<file path="config.mk">
export PLATFORM = sky130hd
export DESIGN_NAME = mcycle_issue_flat
export DESIGN_NICKNAME = d
export VERILOG_FILES = /design/src/rtl/mcycle_issue_if.sv /design/src/rtl/mcycle_issue.sv /design/src/flat_wrapper.sv
export SDC_FILE = /design/constraint.sdc
export NUM_CORES = 1
export LEC_CHECK = 0
export ABC_CLOCK_PERIOD_IN_PS = 2400
export BUFFER_PORTS_ARGS = -buffer_cell sky130_fd_sc_hd__buf_2
export CAP_MARGIN = 20
export CELL_PAD_IN_SITES_DETAIL_PLACEMENT = 0
export CELL_PAD_IN_SITES_GLOBAL_PLACEMENT = 1
export CORE_MARGIN = 2
export CORE_UTILIZATION = 42
export CTS_CLUSTER_DIAMETER = 30
export DETAILED_ROUTE_END_ITERATION = 8
export GPL_TIMING_DRIVEN = 0
export PLACE_DENSITY_LB_ADDON = 0.1
export SYNTH_ARGS = -nofsm -noshare
export SYNTH_HDL_FRONTEND = slang
export SYNTH_SLANG_ARGS = --single-unit
</file>
<file path="constraint.sdc">
create_clock -name clk -period 2.4 [get_ports clk]
set_input_delay 0.48 -clock clk [delete_from_list [all_inputs] [get_ports clk]]
set_output_delay 0.48 -clock clk [all_outputs]
set_load 0.01 [all_outputs]
</file>
<file path="src/rtl/mcycle_issue_if.sv">
// Request/response and multi-cycle-unit signals of the issue controller.
// slave is the controller's view; master is the environment (requester, consumer and unit).
interface mcycle_issue_if #(
  parameter int width = 32
);
  logic             req_valid;
  logic             req_ready;
  logic             req_op;
  logic [width-1:0] req_a;
  logic [width-1:0] req_b;
  logic             rsp_valid;
  logic             rsp_ready;
  logic [width-1:0] rsp_data;
  logic             rsp_err;
  logic             mc_start;
  logic             mc_op;
  logic [width-1:0] mc_op1;
  logic [width-1:0] mc_op2;
  logic [width-1:0] mc_result;
  logic             mc_busy;

  modport slave (
    input  req_valid, req_op, req_a, req_b, rsp_ready, mc_result, mc_busy,
    output req_ready, rsp_valid, rsp_data, rsp_err, mc_start, mc_op, mc_op1, mc_op2
  );

  modport master (
    output req_valid, req_op, req_a, req_b, rsp_ready, mc_result, mc_busy,
    input  req_ready, rsp_valid, rsp_data, rsp_err, mc_start, mc_op, mc_op1, mc_op2
  );
endinterface

</file>
<file path="src/rtl/mcycle_issue.sv">
// Issues multiply/divide requests to a multi-cycle unit, with a one-entry result cache,
// divide-by-zero short-circuit and a RUN timeout.
//
//   state | meaning
//   IDLE  | ready for a request
//   RUN   | unit started, waiting for busy to rise and fall (or timeout)
//   RESP  | response presented until consumer accepts it
module mcycle_issue #(
  parameter int width   = 32,
  parameter int TIMEOUT = 255
) (
  input  logic          clk,
  input  logic          rst_n,
  mcycle_issue_if.slave bus
);
  localparam int CW = $clog2(TIMEOUT + 1);

  typedef enum logic [1:0] {
    IDLE = 2'd0,
    RUN  = 2'd1,
    RESP = 2'd2
  } state_t;

  state_t           state, state_nxt;
  logic             op_q;
  logic [width-1:0] a_q, b_q;
  logic             cache_valid, cache_op;
  logic [width-1:0] cache_a, cache_b, cache_res;
  logic [width-1:0] data_q;
  logic             err_q;
  logic             seen_busy;
  logic [CW-1:0]    cnt;
  logic             ready, accept, div0, hit, done, tmo, start;

  always_comb begin
    ready  = (state == IDLE) && rst_n;
    accept = bus.req_valid && ready;
    div0   = bus.req_op && (bus.req_b == '0);
    hit    = cache_valid && (cache_op == bus.req_op) && (cache_a == bus.req_a) &&
             (cache_b == bus.req_b);
    done   = (state == RUN) && seen_busy && !bus.mc_busy;
    tmo    = (state == RUN) && (cnt == CW'(TIMEOUT - 1));
    // Dropping start in the done cycle keeps the unit from being re-triggered.
    start  = (state == RUN) && !done;
  end

  always_ff @(posedge clk or negedge rst_n) begin
    if (!rst_n) state <= IDLE;
    else        state <= state_nxt;
  end

  always_comb begin
    state_nxt = state;
    case (state)
      IDLE:    if (accept) state_nxt = (div0 || hit) ? RESP : RUN;
      RUN:     if (done || tmo) state_nxt = RESP;
      RESP:    if (bus.rsp_ready) state_nxt = IDLE;
      default: state_nxt = IDLE;
    endcase
  end

  always_ff @(posedge clk or negedge rst_n) begin
    if (!rst_n) begin
      op_q        <= 1'b0;
      a_q         <= '0;
      b_q         <= '0;
      cache_valid <= 1'b0;
      cache_op    <= 1'b0;
      cache_a     <= '0;
      cache_b     <= '0;
      cache_res   <= '0;
      data_q      <= '0;
      err_q       <= 1'b0;
      seen_busy   <= 1'b0;
      cnt         <= '0;
    end else begin
      if (accept) begin
        op_q      <= bus.req_op;
        a_q       <= bus.req_a;
        b_q       <= bus.req_b;
        seen_busy <= 1'b0;
        cnt       <= '0;
        if (div0) begin
          data_q <= '1;
          err_q  <= 1'b1;
        end else if (hit) begin
          data_q <= cache_res;
          err_q  <= 1'b0;
        end
      end
      if (state == RUN) begin
        if (bus.mc_busy) seen_busy <= 1'b1;
        cnt <= cnt + 1'b1;
        // Done takes priority over a timeout landing in the same cycle.
        if (done) begin
          data_q      <= bus.mc_result;
          err_q       <= 1'b0;
          cache_valid <= 1'b1;
          cache_op    <= op_q;
          cache_a     <= a_q;
          cache_b     <= b_q;
          cache_res   <= bus.mc_result;
        end else if (tmo) begin
          data_q      <= '0;
          err_q       <= 1'b1;
          cache_valid <= 1'b0;
        end
      end
    end
  end

  assign bus.req_ready = ready;
  assign bus.rsp_valid = (state == RESP);
  assign bus.rsp_data  = data_q;
  assign bus.rsp_err   = err_q;
  assign bus.mc_start  = start;
  assign bus.mc_op     = op_q;
  assign bus.mc_op1    = a_q;
  assign bus.mc_op2    = b_q;
endmodule

</file>
<file path="src/flat_wrapper.sv">
// flat-port wrapper written by rule: the top's interface ports become plain ports
module mcycle_issue_flat 
#(
  parameter int width   = 32,
  parameter int TIMEOUT = 255
)
  (clk, rst_n, bus_req_valid, bus_req_op, bus_req_a, bus_req_b, bus_rsp_ready, bus_mc_result, bus_mc_busy, bus_req_ready, bus_rsp_valid, bus_rsp_data, bus_rsp_err, bus_mc_start, bus_mc_op, bus_mc_op1, bus_mc_op2);
  mcycle_issue_if #(.width(width)) bus_i ();
  input  logic clk;
  input  logic rst_n;
  input wire logic [$bits(bus_i.req_valid)-1:0] bus_req_valid;
  input wire logic [$bits(bus_i.req_op)-1:0] bus_req_op;
  input wire logic [$bits(bus_i.req_a)-1:0] bus_req_a;
  input wire logic [$bits(bus_i.req_b)-1:0] bus_req_b;
  input wire logic [$bits(bus_i.rsp_ready)-1:0] bus_rsp_ready;
  input wire logic [$bits(bus_i.mc_result)-1:0] bus_mc_result;
  input wire logic [$bits(bus_i.mc_busy)-1:0] bus_mc_busy;
  output wire logic [$bits(bus_i.req_ready)-1:0] bus_req_ready;
  output wire logic [$bits(bus_i.rsp_valid)-1:0] bus_rsp_valid;
  output wire logic [$bits(bus_i.rsp_data)-1:0] bus_rsp_data;
  output wire logic [$bits(bus_i.rsp_err)-1:0] bus_rsp_err;
  output wire logic [$bits(bus_i.mc_start)-1:0] bus_mc_start;
  output wire logic [$bits(bus_i.mc_op)-1:0] bus_mc_op;
  output wire logic [$bits(bus_i.mc_op1)-1:0] bus_mc_op1;
  output wire logic [$bits(bus_i.mc_op2)-1:0] bus_mc_op2;
  assign bus_i.req_valid = bus_req_valid;
  assign bus_i.req_op = bus_req_op;
  assign bus_i.req_a = bus_req_a;
  assign bus_i.req_b = bus_req_b;
  assign bus_i.rsp_ready = bus_rsp_ready;
  assign bus_i.mc_result = bus_mc_result;
  assign bus_i.mc_busy = bus_mc_busy;
  assign bus_req_ready = bus_i.req_ready;
  assign bus_rsp_valid = bus_i.rsp_valid;
  assign bus_rsp_data = bus_i.rsp_data;
  assign bus_rsp_err = bus_i.rsp_err;
  assign bus_mc_start = bus_i.mc_start;
  assign bus_mc_op = bus_i.mc_op;
  assign bus_mc_op1 = bus_i.mc_op1;
  assign bus_mc_op2 = bus_i.mc_op2;
  mcycle_issue #(.width(width), .TIMEOUT(TIMEOUT)) u_core (.clk(clk), .rst_n(rst_n), .bus(bus_i));
endmodule
</file>
==> impl_metrics.env <==
export IMPL_synth_compound_area_frac=0.1543
export IMPL_fin_skew_ns=0.01601
export IMPL_ctsRootBufferMaster="clkbuf_16"
export IMPL_die_w_um=154.3
export IMPL_drv_cap=0
export IMPL_synth_mux_area_frac=0.001055
export IMPL_worstMarginPinSlew_ns=0.8149
export IMPL_synth_edf_count=0
export IMPL_synth_area_per_cell_um2=9.573
export IMPL_drcViolationCount=0
export IMPL_fin_ws_ns=0.06780
export IMPL_vias=8330
export IMPL_status="finished with violations"
export IMPL_vias_per_cell=5.306
export IMPL_std_cell_rows=54
export IMPL_ys_ff_latch=207
export IMPL_grt_pass1_vias=8634
export IMPL_final_max_slew_viol_count=0
export IMPL_critPathCaptureType="register"
export IMPL_ant_nets=0
export IMPL_cts_reportedPaths_clkPinSlew_ns=0.04
export IMPL_cp_required_ns=2.86
export IMPL_grt_antenna_before_repair=3
export IMPL_hp_class="input pin to asynchronous set/reset pin"
export IMPL_ioPinCount=203
export IMPL_clockBufferDepth=3
export IMPL_holdWs_ns=-0.1134
export IMPL_fin_crit_ns=2.332
export IMPL_core_um2=22030
export IMPL_synthArstFlopShare=1.000
export IMPL_syn2layout_area_growth_pct=35.36
export IMPL_synth_xor_area_frac=0.04247
export IMPL_gp_congestion=0.8519
export IMPL_max_freq_mhz=428.8
export IMPL_first_iter_violations=455
export IMPL_slew_headroom=0.4518
export IMPL_syn_cell_area_um2=9487
export IMPL_vdd_drop_max_mv=0.7793
export IMPL_syn_inst=991
export IMPL_initial_core_util=0.4307
export IMPL_place_hpwl_um=20940
export IMPL_grtUsageTotal=0.2562
export IMPL_grt_max_degree=117
export IMPL_overflow=0
export IMPL_synth_fp_nets=1095
export IMPL_cp_arrival_ns=2.79
export IMPL_clock_latency_ns=0.53
export IMPL_synth_top_family_by_area="simple AND/OR/NAND/NOR gates"
export IMPL_yosys_warnings=0
export IMPL_wire_per_inst_um=19.28
export IMPL_cts_max_level=2
export IMPL_power_density_nw_per_um2=1371
export IMPL_totalWireLength_um=30270
export IMPL_grt_pass1_wl_um=47750
export IMPL_dr_pass1_iters=5
export IMPL_synth_ff_type="dfrtp_1"
export IMPL_start_kind="register"
export IMPL_final_util=0.5830
export IMPL_slowest_delay_ns=0.39
export IMPL_drive_above_1_share=0.2591
export IMPL_critical_path_class="register to register"
export IMPL_cp_max_fo=10
export IMPL_place_ws_ns=-0.8356
export IMPL_worstPathCellList="xnor2_1, nand4_1, nor4_2, and4_1, buf_2, clkbuf_4, o311a_1, o22a_1"
export IMPL_synth_adder_area_share=0.002638
export IMPL_die_area_um2=23810
export IMPL_fill_cells=1991
export IMPL_hold_violations=91
export IMPL_grt_setup_unrepaired="true"
export IMPL_ys_seq_area_frac=0.5460
export IMPL_fp_dieH_um=154.3
export IMPL_synth_cell_types=42
export IMPL_cts_tree="built"
export IMPL_period_share=0.9717
export IMPL_synth_simple_area_share=0.2170
export IMPL_setup_viol=0
export IMPL_leakagePower_nw=6.930
export IMPL_violations="hold timing"
export IMPL_fin_setup_tns_ns=0
export IMPL_nets=1353
export IMPL_clock_sinks=207
export IMPL_cts_made_buffers=49
export IMPL_io_buffer_count=202
export IMPL_cp_slowest_cell="dfrtp_1"
flip-flops by register name, indices dropped and copies added (netlist names), 2 cells and up:
name                 cells
u_core.bus.mc_op2       32
u_core.cache_b          32
u_core.bus.mc_op1       32
u_core.cache_a          32
u_core.cnt               8
u_core.state             2
u_core.cache_res        32
u_core.bus.rsp_data     32
synth_stat cells, types with 6 or more instances:
library cell / instances / area (µm²)
nand2_1: 366 / 1374
dfrtp_1: 207 / 5180
clkbuf_1: 46 / 172.7
xnor2_1: 40 / 350.3
and3_1: 34 / 212.7
a21o_1: 33 / 247.7
o22a_1: 32 / 280.3
o311a_1: 32 / 320.3
o32a_1: 32 / 320.3
o21ai_0: 29 / 145.1
inv_1: 18 / 67.56
nand4_1: 16 / 100.1
nor2b_1: 11 / 68.82
buf_2: 10 / 50.05
nand2b_1: 10 / 62.56
nor4_1: 10 / 62.56
nor2_1: 9 / 33.78
xor2_1: 6 / 52.55
repair_timing:
| action | 4_1_cts | 5_1_grt |
|---|---|---|
| endpoints found under the hold margin | 91 | 91 |
| gates cloned | 0 | 2 |
| setup buffers | 1 | 2 |
| gates resized for setup | 24 | 36 |
| pin swaps | 4 | 4 |
| setup endpoints to repair | 133 | 70 |
worst max-delay path: cells and delay by family (launching register included):
kind / cells / cell delay (ns)
XOR/XNOR: 1 / 0.35
buffers and inverters: 2 / 0.40
AND/OR/NAND/NOR: 3 / 0.79
flip-flops: 1 / 0.39
AO/OA/AOI/OAI: 2 / 0.31
cells in the final DEF (no fill, tap or decap), types with 9 or more instances in the layout:
master     instances
a21o_1            33
and3_1            33
buf_2            208
clkbuf_1          41
clkbuf_16         53
clkbuf_2          14
clkbuf_8           9
clkinv_2          10
dfrtp_1          207
inv_1             18
nand2_1          365
nand2b_1          10
nand4_1           16
nor2_1             9
nor2b_1            9
o21ai_0           29
o22a_1            32
o311a_1           32
o32a_1            32
xnor2_1           38
report_power, final:
part | total [mW] | switching [mW] | internal [mW]
logic | 4.81 | 2.72 | 2.10
registers | 6.06 | 1.05 | 5.01
clock network | 6.74 | 1.98 | 4.76
total | 17.6 | 5.74 | 11.9
metal layers:
layer | GRT usage | share of wire | up-vias
li1 | - | - | 3968
met1 | 0.3377 | 0.43 | 3992
met2 | 0.4138 | 0.47 | 282
met3 | 0.05436 | 0.063 | 82
met4 | 0.1058 | 0.036 | 6
met5 | 0 | 0.0014 | -
worst paths after layout:
kind | startpoint | slack [ns] | end | cells past startpoint
max reg2reg | u_core.cache_b[11]$_DFFE_PN0P_ | 0.07 | u_core.bus.rsp_data[9]$_DFF_PN0_ | 8
max | u_core.cache_b[11]$_DFFE_PN0P_ | 0.07 | u_core.bus.rsp_data[9]$_DFF_PN0_ | 8
min in group clk | bus_req_a[16] | 0.18 | u_core.bus.mc_op1[16]$_DFFE_PN0P_ | 3
min | rst_n | -0.11 | u_core.bus.rsp_data[7]$_DFF_PN0_ | 1
max in group asynchronous | rst_n | 1.52 | u_core.bus.mc_op2[0]$_DFFE_PN0P_ | 2
min reg2reg | u_core.cache_res[28]$_DFFE_PN0P_ | 0.47 | u_core.cache_res[28]$_DFFE_PN0P_ | 1
metrics by stage:
| stage | total power [mW] | area [µm²] | instances | hold slack, ns |
|---|---|---|---|---|
| after detailed placement | 10.83 | 10890 | 1474 | 0.4661 |
| after global placement | 10.70 | 10850 | 1473 | 0.4585 |
| after CTS | 17.70 | 12660 | 1565 | -0.08237 |
| final | 17.61 | 12840 | 1570 | -0.1134 |
| after global routing | 18.66 | 12840 | 1569 | -0.05986 |
| after floorplan | 8.778 | 9487 | 991 | 0.1844 |
area by class of cell:
class | count | area [µm²] | area share
diodes | 1 | 2.502 | 0.0001949
well taps | 280 | 350.3 | 0.02728
plain buffers | 63 | 330.3 | 0.02572
flip-flops and latches | 207 | 5180 | 0.4034
inverters | 18 | 67.56 | 0.005262
multi-input cells | 702 | 4076 | 0.3175
repair buffers | 208 | 1139 | 0.08867
clock buffers | 73 | 1449 | 0.1128
clock inverters | 18 | 246.5 | 0.01920
cell families after synthesis:
logic type	after synthesis
xor gates and xnor gates	46
and+or+nand+nor	476
muxes	1
DFF	207
AOI/OAI and AO/OA	177
buffers and inverters	82
adders and majority gates	2
No activity file was read; power rests on OpenSTA's default activity.
